<file path="config.mk">
export PLATFORM = sky130hd
export DESIGN_NAME = monitor_trace
export DESIGN_NICKNAME = d
export VERILOG_FILES = /design/src/rtl/monitor_pkg.sv /design/src/rtl/trace_fifo.sv /design/src/rtl/monitor_trace.sv
export SDC_FILE = /design/constraint.sdc
export NUM_CORES = 2
export LEC_CHECK = 0
export CORE_MARGIN = 2
export CORE_UTILIZATION = 50
export CTS_CLUSTER_DIAMETER = 100
export DETAILED_ROUTE_END_ITERATION = 12
export PLACE_DENSITY = 0.67
export SLEW_MARGIN = 30
export SYNTH_ARGS = -nofsm -noshare
export SYNTH_HDL_FRONTEND = slang
export SYNTH_SLANG_ARGS = --single-unit
</file>
<file path="constraint.sdc">
create_clock -name SIM_CLK -period 17.75 [get_ports SIM_CLK]
set_input_delay 3.55 -clock SIM_CLK [delete_from_list [all_inputs] [get_ports SIM_CLK]]
set_output_delay 3.55 -clock SIM_CLK [all_outputs]
set_load 0.01 [all_outputs]
</file>
<file path="src/rtl/monitor_pkg.sv">
`default_nettype none
// ============================================================================
// Module      : monitor_pkg
// Description : Shared constants for the AGC monitor instruction trace:
//               FIFO geometry, trace entry field offsets, MSQ bit order and
//               an entry packing helper.
// Revision    : 1.0 - initial release
// ============================================================================
package monitor_pkg;

    localparam int TRACE_DEPTH = 64;
    localparam int TRACE_W     = 32;

    // Trace entry layout, LSB offsets and widths (bits 31..0):
    // {fb[4:0], eb[2:0], s[11:0], msq[6:0], seq[4:0]}
    localparam int SEQ_LSB = 0;
    localparam int SEQ_W   = 5;
    localparam int MSQ_LSB = 5;
    localparam int MSQ_W   = 7;
    localparam int S_LSB   = 12;
    localparam int S_W     = 12;
    localparam int EB_LSB  = 24;
    localparam int EB_W    = 3;
    localparam int FB_LSB  = 27;
    localparam int FB_W    = 5;

    // Bit positions inside the MSQ bus
    localparam int MSQ10_BIT  = 0;
    localparam int MSQ11_BIT  = 1;
    localparam int MSQ12_BIT  = 2;
    localparam int MSQ13_BIT  = 3;
    localparam int MSQ14_BIT  = 4;
    localparam int MSQ16_BIT  = 5;
    localparam int MSQEXT_BIT = 6;

    function automatic logic [TRACE_W-1:0] pack_entry(
        input logic [FB_W-1:0]  fb,
        input logic [EB_W-1:0]  eb,
        input logic [S_W-1:0]   s,
        input logic [MSQ_W-1:0] msq,
        input logic [SEQ_W-1:0] seq
    );
        logic [TRACE_W-1:0] e;
        e = '0;
        e[FB_LSB  +: FB_W]  = fb;
        e[EB_LSB  +: EB_W]  = eb;
        e[S_LSB   +: S_W]   = s;
        e[MSQ_LSB +: MSQ_W] = msq;
        e[SEQ_LSB +: SEQ_W] = seq;
        return e;
    endfunction

endpackage
`default_nettype wire

</file>
<file path="src/rtl/trace_fifo.sv">
`default_nettype none
// ============================================================================
// Module      : trace_fifo
// Description : Synchronous FIFO with registered read port.
//   clk, rst_n     : clock, asynchronous active-low reset (pointers only)
//   flush          : synchronous empty; overrides same-cycle push/pop
//   push/push_data : write request and data; dropped when full unless a pop
//                    is accepted in the same cycle
//   pop            : read request; ignored when empty
//   rd_data        : oldest entry, one cycle after an accepted pop (held)
//   rd_valid       : rd_data was updated by a pop in the previous cycle
//   count/full/empty : occupancy, derived from registered pointers only
// Revision    : 1.0 - initial release
// ============================================================================
module trace_fifo #(
    parameter int DEPTH = 64,
    parameter int WIDTH = 32
) (
    input  logic                       clk,
    input  logic                       rst_n,
    input  logic                       flush,
    input  logic                       push,
    input  logic [WIDTH-1:0]           push_data,
    input  logic                       pop,
    output logic [WIDTH-1:0]           rd_data,
    output logic                       rd_valid,
    output logic [$clog2(DEPTH):0]     count,
    output logic                       full,
    output logic                       empty
);

    localparam int AW = $clog2(DEPTH);
    localparam logic [AW:0] DEPTH_CNT = (AW+1)'(DEPTH);

    // Pointers carry one extra wrap bit so full and empty are distinct.
    logic [AW:0]      wptr;
    logic [AW:0]      rptr;
    logic [WIDTH-1:0] mem [DEPTH];
    logic             do_pop;
    logic             do_push;

    assign count = wptr - rptr;
    assign empty = (wptr == rptr);
    assign full  = (count == DEPTH_CNT);

    assign do_pop  = pop  & ~empty & ~flush;
    // A pop in the same cycle frees the slot, so a full FIFO still accepts.
    assign do_push = push & (~full | do_pop) & ~flush;

    // Storage has no reset; the pointers alone define valid contents.
    always_ff @(posedge clk) begin
        if (do_push) begin
            mem[wptr[AW-1:0]] <= push_data;
        end
    end

    always_ff @(posedge clk or negedge rst_n) begin
        if (!rst_n) begin
            wptr     <= '0;
            rptr     <= '0;
            rd_data  <= '0;
            rd_valid <= 1'b0;
        end else begin
            rd_valid <= do_pop;
            if (flush) begin
                wptr <= '0;
                rptr <= '0;
            end else begin
                if (do_push) begin
                    wptr <= wptr + 1'b1;
                end
                if (do_pop) begin
                    rptr    <= rptr + 1'b1;
                    rd_data <= mem[rptr[AW-1:0]];
                end
            end
        end
    end

endmodule
`default_nettype wire

</file>
<file path="src/rtl/monitor_trace.sv">
`default_nettype none
// ============================================================================
// Module      : monitor_trace
// Description : Instruction trace capture for the AGC monitor. Shadows the
//               S register and bank registers from the write bus, and on each
//               new instruction (MNISQ rising edge) records a 32-bit entry
//               {fb, eb, s, MSQ, seq} into a 64-entry FIFO.
//   SIM_CLK, SIM_RST_N        : clock, asynchronous active-low reset
//   MWL, MWSG/MWBBEG/MWEBG/MWFBG : write bus and register write strobes
//   MSQ, MNISQ, MSTP          : sequence register, new-instruction, stop
//   trace_en, freeze_on_stop  : capture qualifiers
//   clear                     : synchronous flush of FIFO, seq and flags
//   rd_req, rd_data, rd_valid : pop interface, one-cycle read latency
//   count, empty              : FIFO occupancy
//   overflow, drop_cnt        : sticky drop flag, saturating drop counter
// Revision    : 1.0 - initial release
// ============================================================================
module monitor_trace
    import monitor_pkg::*;
(
    input  logic        SIM_CLK,
    input  logic        SIM_RST_N,
    input  logic [15:0] MWL,
    input  logic        MWSG,
    input  logic        MWBBEG,
    input  logic        MWEBG,
    input  logic        MWFBG,
    input  logic [6:0]  MSQ,
    input  logic        MNISQ,
    input  logic        MSTP,
    input  logic        trace_en,
    input  logic        freeze_on_stop,
    input  logic        clear,
    input  logic        rd_req,
    output logic [31:0] rd_data,
    output logic        rd_valid,
    output logic [6:0]  count,
    output logic        empty,
    output logic        overflow,
    output logic [7:0]  drop_cnt
);

    logic [S_W-1:0]     s;
    logic [FB_W-1:0]    fb;
    logic [EB_W-1:0]    eb;
    logic [SEQ_W-1:0]   seq;
    logic               mnisq_q;
    logic               nisq_event;
    logic               capture_ok;
    logic               push;
    logic               pop;
    logic               full;
    logic               drop;
    logic [TRACE_W-1:0] entry;
    logic               unused_mwl15;

    // MWL01..MWL15 carry data; bit 15 is the parity/sign position and is
    // not part of any shadowed register.
    assign unused_mwl15 = MWL[15];

    assign nisq_event = MNISQ & ~mnisq_q;
    assign capture_ok = trace_en & ~(freeze_on_stop & MSTP);
    assign push       = nisq_event & capture_ok & ~clear;
    assign pop        = rd_req & ~empty & ~clear;
    assign drop       = push & full & ~pop;

    // Built from the current shadow registers, so a strobe in the same cycle
    // as the event only affects later entries.
    assign entry = pack_entry(fb, eb, s, MSQ, seq);

    // Shadow registers and edge detector survive clear; only reset zeroes them.
    always_ff @(posedge SIM_CLK or negedge SIM_RST_N) begin
        if (!SIM_RST_N) begin
            s       <= '0;
            fb      <= '0;
            eb      <= '0;
            mnisq_q <= 1'b0;
        end else begin
            mnisq_q <= MNISQ;
            if (MWSG) begin
                s <= MWL[11:0];
            end
            // BB carries both bank fields; FB/EB strobes update one each.
            if (MWBBEG) begin
                fb <= MWL[14:10];
                eb <= MWL[2:0];
            end else begin
                if (MWFBG) begin
                    fb <= MWL[14:10];
                end
                if (MWEBG) begin
                    eb <= MWL[10:8];
                end
            end
        end
    end

    // Sequence number advances on every detected event, captured or not.
    always_ff @(posedge SIM_CLK or negedge SIM_RST_N) begin
        if (!SIM_RST_N) begin
            seq      <= '0;
            overflow <= 1'b0;
            drop_cnt <= '0;
        end else if (clear) begin
            seq      <= '0;
            overflow <= 1'b0;
            drop_cnt <= '0;
        end else begin
            if (nisq_event) begin
                seq <= seq + 1'b1;
            end
            if (drop) begin
                overflow <= 1'b1;
                if (drop_cnt != 8'hFF) begin
                    drop_cnt <= drop_cnt + 1'b1;
                end
            end
        end
    end

    trace_fifo #(
        .DEPTH (TRACE_DEPTH),
        .WIDTH (TRACE_W)
    ) u_fifo (
        .clk       (SIM_CLK),
        .rst_n     (SIM_RST_N),
        .flush     (clear),
        .push      (push),
        .push_data (entry),
        .pop       (pop),
        .rd_data   (rd_data),
        .rd_valid  (rd_valid),
        .count     (count),
        .full      (full),
        .empty     (empty)
    );

endmodule
`default_nettype wire

</file>
After elaboration in Yosys (flattened, before gate mapping)
Memory sizes are Yosys's and may differ from the RTL's. A register that Yosys moved wholly into a read port is not among the register bits.
Index checks and enable logic that the tools add are counted.
Word-level totals
  word-level logic and storage cells: 66
  RAM bits: 2048
  register bits after elaboration: 50
  memories kept: 1
  input bits: 35
  output and inout port bits: 50
Operators by class
  bitwise gates (word level): 20
  eq/ne operators: 3
  muxes and demuxes: 17
  $add $sub $neg: 5
  reductions and logical operators: 10
Memory list
  u_fifo.mem: words 64, width 32, read ports 1, clocked after Yosys merged registers in 1, write ports 1, RTL line trace_fifo.sv:38  | logic [WIDTH-1:0] mem [DEPTH];
Operators with widths (number)
  2-to-1 mux 7 bit: 4
  2-to-1 mux 8 bit: 3
  2-to-1 mux 5 bit: 4
  adder 7 x 1 -> 7 bit, second input constant: 2
  nonzero test 2 bit: 7
  AND 1 bit: 13
  adder 8 x 1 -> 8 bit, second input constant: 1
  != test 8 bit, second input constant: 1
  == test 7 bit: 1
  == test 7 bit, second input constant: 1
  subtractor 7 bit: 1
  2-to-1 mux 3 bit: 2
  NOT 1 bit: 6
  adder 5 x 1 -> 5 bit, second input constant: 1
  2-to-1 mux 1 bit: 4
  AND reduction 2 bit: 2
  logical NOT 1 bit: 1
  bitwise OR 1 bit: 1

Longest topological paths before layout
  word-level depth: 11
  depth in mapped cells: 14
  gate-level depth less buffers: 10

Modules after synthesis
Synthesis repeated with hierarchy kept, for this count alone.
Unflattened totals
  cell total of the unflattened synthesis: 3787
  area total of the unflattened synthesis: 81658.3 um2
Modules (own cells, without submodules)
  trace_fifo: area each 80124.3 um2, times used 1, cells an instance 3664, seq. area each 62675.1 um2
  monitor_trace: area each 1534.0 um2, times used 1, cells an instance 123, seq. area each 875.8 um2

Worst setup path before layout
OpenSTA, ideal clock, no wires.
  path kind: input -> register
  from: in MNISQ
  to: mem u_fifo.mem[57][0] (enable)
  setup slack: 9537 ps
  data required time: 17248 ps
  stages: 7
  arrival: 7711 ps
  path buffers: 3
  setup time: 502 ps
  cells stage by stage: nor2b_1 -> clkbuf_1 -> and4_1 -> clkbuf_1 -> o21ai_1 -> buf_2 -> nor4_1
On the way
  cells in the longest elaborated chain, start to end: 7
RTL lines
  from (decl): RTL line monitor_trace.sv:29  | input logic MNISQ,
  AND 1 bit: RTL line monitor_trace.sv:61  | assign nisq_event = MNISQ & ~mnisq_q;
  AND 1 bit (2 in series): RTL line monitor_trace.sv:63  | assign push = nisq_event & capture_ok & ~clear;
  AND 1 bit (2 in series): RTL line trace_fifo.sv:48  | assign do_push = push & (~full | do_pop) & ~flush;
  2-to-1 mux 1 bit: RTL line trace_fifo.sv:52  | if (do_push) begin
  2-to-1 mux 1 bit (implied by the code): RTL line trace_fifo.sv:53  | mem[wptr[AW-1:0]] <= push_data;
  to (decl): RTL line trace_fifo.sv:38
Every way passes these cells.

Worst setup path in the final report
  from: reg u_fifo.rptr[0]
  to: out count[6]
On the way
  cells in the longest elaborated chain, start to end: 1
RTL lines
  from (decl): RTL line trace_fifo.sv:37  | logic [AW:0] rptr;
  from (signal assigned): RTL line trace_fifo.sv:73  | rptr <= rptr + 1'b1;
  subtractor 7 bit: RTL line trace_fifo.sv:42  | assign count = wptr - rptr;
  to (decl): RTL line monitor_trace.sv:37  | output logic [6:0] count,
Every way passes these cells.

==> out/metrics.yaml <==
finish:
  layout-drive-gt1-share_pct: 26.31
  final_nets: 3977
  fin_cells: 6288
  syn_to_final_growth_pct: 12.94
  n_fill_cell: 11850
detailed_routing:
  drt_iter0_drc: 5058
  ant_nets: 0
  vias: 39770
  drc: 0
  first_pass_iters: 6
  wl_per_cell_um: 32.03
  viasPerCell: 6.324
  wl_um: 201400
timing:
  drv_slew: 0
  fmax_mhz: 131.1
  worst_pin_slew_ps: 998.0
  hold_viol: 0
  slew_headroom_pct: 33.28
  rsz0062_at_grt: "no"
  setup_viol: 0
  setup_tns_ps: 0
  clock_skew_ps: 27.31
  min_period_over_period_pct: 42.98
  fin_crit_ps: 7628
clock_tree:
  cts_resized: 0
  cts.hold.buffers_added: 0
  cts_max_path_buffers: 3
  clock-root-buffer: "clkbuf_16"
  clock_sinks: 2130
  cts.clk_slew.worst_paths_ps: 60
  cts_tree: "yes"
  insertion_delay_ps: 840
  cts_buffers: 204
  cts_setup_buffers: 0
  htreeDepth: 4
placed_design:
  place_congestion: 0.7790
  placed_cells: 5899
  portBuffers: 83
  dp_hpwl_um: 106000
grt:
  grt_usage_pct: 24.25
  grt.busiest_layer: "met2"
  grt_first_pass_wirelength_um: 287900
  grtUsageMet2_pct: 37.87
  grt_use_met3_pct: 4.779
  first_global_vias: 39570
  overflow: 0
  grt_util_met1_pct: 35.31
  grt_start_max_net_pins: 140
  antenna_found_initial: 6
setup_path:
  crit_buf_inv: 2
  timing_worst_setup_path_type: "flop to output pin"
  cp.arrival_ps: 4080
  critical_path.max_fanout: 39
  critPathLaunchType: "flop"
  slowest_delay_ps: 920
  cp_top_family: "flip-flops"
  required_ps: 14200
  critical_path.endpoint_type: "output pin"
  cp_cell_sequence: "ha_1 > inv_1 > fa_1 > a211o_1 > and2_1 > o41ai_2 > or2_2 > clkdlybuf4s50_1"
  critical-path-slowest-cell: "dfrtp_4"
pwr:
  p_leak_nw: 28.11
  switching_share_pct: 21.35
  vdd_drop_max_mv: 0.09672
  power_switching_w: 0.002241
  p_int_w: 0.008253
  seq_power_share_pct: 54.4
  power_density_mw_per_mm2: 114.1
  power.share.clock_pct: 40.4
  comb_power_share_pct: 5.1
logic_synthesis:
  synth_warnings: 0
  synth_area_sq_mm: 0.08146
  ys_seq_elements: 2130
  syn_area_per_cell_sq_um: 21.76
  yosys-top-cells-count: "edfxtp_1, mux4_2, a22oi_1"
  synth_edf_count: 2048
  synth_fp_nets: 3789
  synth_top_cell_by_area: "edfxtp_1"
  yosys.area.top_type_share_pct: 75.49
  synthDistinctLibCells: 61
  yosysSeqAreaShare_pct: 78.01
  postSynth.asyncResetShare_pct: 3.850
  yosys_most_used_dff: "edfxtp_1"
  synth_cells: 3743
  yosysMostFrequentCell: "edfxtp_1"
  ys_top_cells_by_area: "edfxtp_1, mux4_2, dfrtp_1"
die:
  die_h_um: 407.6
  start_util_pct: 50.22
  rows: 148
  die_area_sq_mm: 0.1662
  die_w_um: 407.6
  coreArea_sq_mm: 0.1622
  ios: 85
job:
  maxCapViolCount: 0
worst_hold_path:
  hold_path.class: "flop to flop"
outcome:
  status: "finished, final reports clean"
[state kept, by name (all words and copies together) (netlist names)]
register	flops
u_fifo.rd_valid	1
drop_cnt	8
s	12
seq	5
u_fifo.mem	2048
u_fifo.wptr	7
fb	5
u_fifo.rptr	7
u_fifo.rd_data	32
eb	3
overflow	1
mnisq_q	1
[cells in the final DEF, fill, tap and decap left out, types with 40 or more instances in the layout]
| cell type | count |
|---|---|
| edfxtp_1 | 2048 |
| mux4_2 | 443 |
| clkbuf_16 | 205 |
| buf_4 | 120 |
| a22oi_1 | 117 |
| mux2i_1 | 104 |
| a21oi_1 | 86 |
| clkdlybuf4s50_1 | 75 |
| nor2_1 | 57 |
| nand2_1 | 56 |
| dfrtp_1 | 54 |
| nor3_2 | 49 |
| mux2_2 | 49 |
| clkinv_2 | 48 |
| clkinv_1 | 44 |
| o22ai_1 | 42 |
| clkbuf_1 | 40 |
[kinds of logic (layout without fill, tap and decap cells)]
logic type	after synthesis	in the layout	synth area share, %
adders and majority gates	11	11	0.1782
xor gates and xnor gates	14	14	0.1597
and+or+nand+nor	304	304	1.857
other	0	1	0
muxes	597	597	14.22
AOI/OAI and AO/OA	452	452	4.182
DFF	2130	2130	78.01
buffers and inverters	235	604	1.395
[final timing paths]
kind	from	end	slack [ps]	cells past startpoint
min in group asynchronous	SIM_RST_N	u_fifo.rd_data[1]	2690	1
min	overflow	overflow	520	1
max reg2reg	u_fifo.rptr[0]	u_fifo.rd_data[10]	12380	9
min reg2reg	overflow	overflow	520	1
max	u_fifo.rptr[0]	count[6]	10120	8
max in group asynchronous	SIM_RST_N	u_fifo.rptr[2]	13950	3
[layer usage]
layer	share of wire [%]	wire length, um
met5	0.019	39
met4	2.4	4859
met3	8.9	17990
met2	48	95800
met1	41	82710
[cell type report]
cell class / count / area [sq um] / area share, %
multi-input cells: 1378 / 17200 / 18.69
diodes: 1 / 2.502 / 0.002720
well taps: 2175 / 2721 / 2.958
repair buffers: 205 / 1828 / 1.987
flip-flops and latches: 2130 / 63650 / 69.18
clock inverters: 129 / 1099 / 1.194
inverters: 12 / 45.04 / 0.04896
clock buffers: 258 / 5459 / 5.933
[through the flow]
step | hold WS, ps | power, W | util, % | instance area [sq um] | worst slack, ps
floorplan | 531.3 | 0.006108 | - | 81460 | 9537
CTS | 518.4 | 0.01056 | 56.69 | 91970 | 10030
global placement | 496.0 | 0.006357 | 52.61 | 85350 | 10460
global route | 532.0 | 0.01080 | 56.72 | 92000 | 9922
detailed placement | 504.3 | 0.006370 | 52.65 | 85410 | 10470
finish | 516.4 | 0.01049 | 56.72 | 92000 | 10120
[worst register-to-register path, cell delays in order (launching register included)]
cell and delay, ps:
dfrtp_4 920, buf_4 570, buf_4 610, buf_4 740, mux4_2 630, a22o_1 290, a221oi_1 300, o22ai_1 310
nor3_1 680, a21oi_1 160
[power groups by stage]
stage | clock network, W | registers (W) | logic [W]
global placement | 0 | 0.00581 | 0.000544
floorplan | 0 | 0.00578 | 0.000330
global route | 0.00449 | 0.00573 | 0.000581
detailed placement | 0 | 0.00582 | 0.000548
finish | 0.00424 | 0.00571 | 0.000539
CTS | 0.00430 | 0.00572 | 0.000550
No activity file was read; power rests on OpenSTA's default activity.
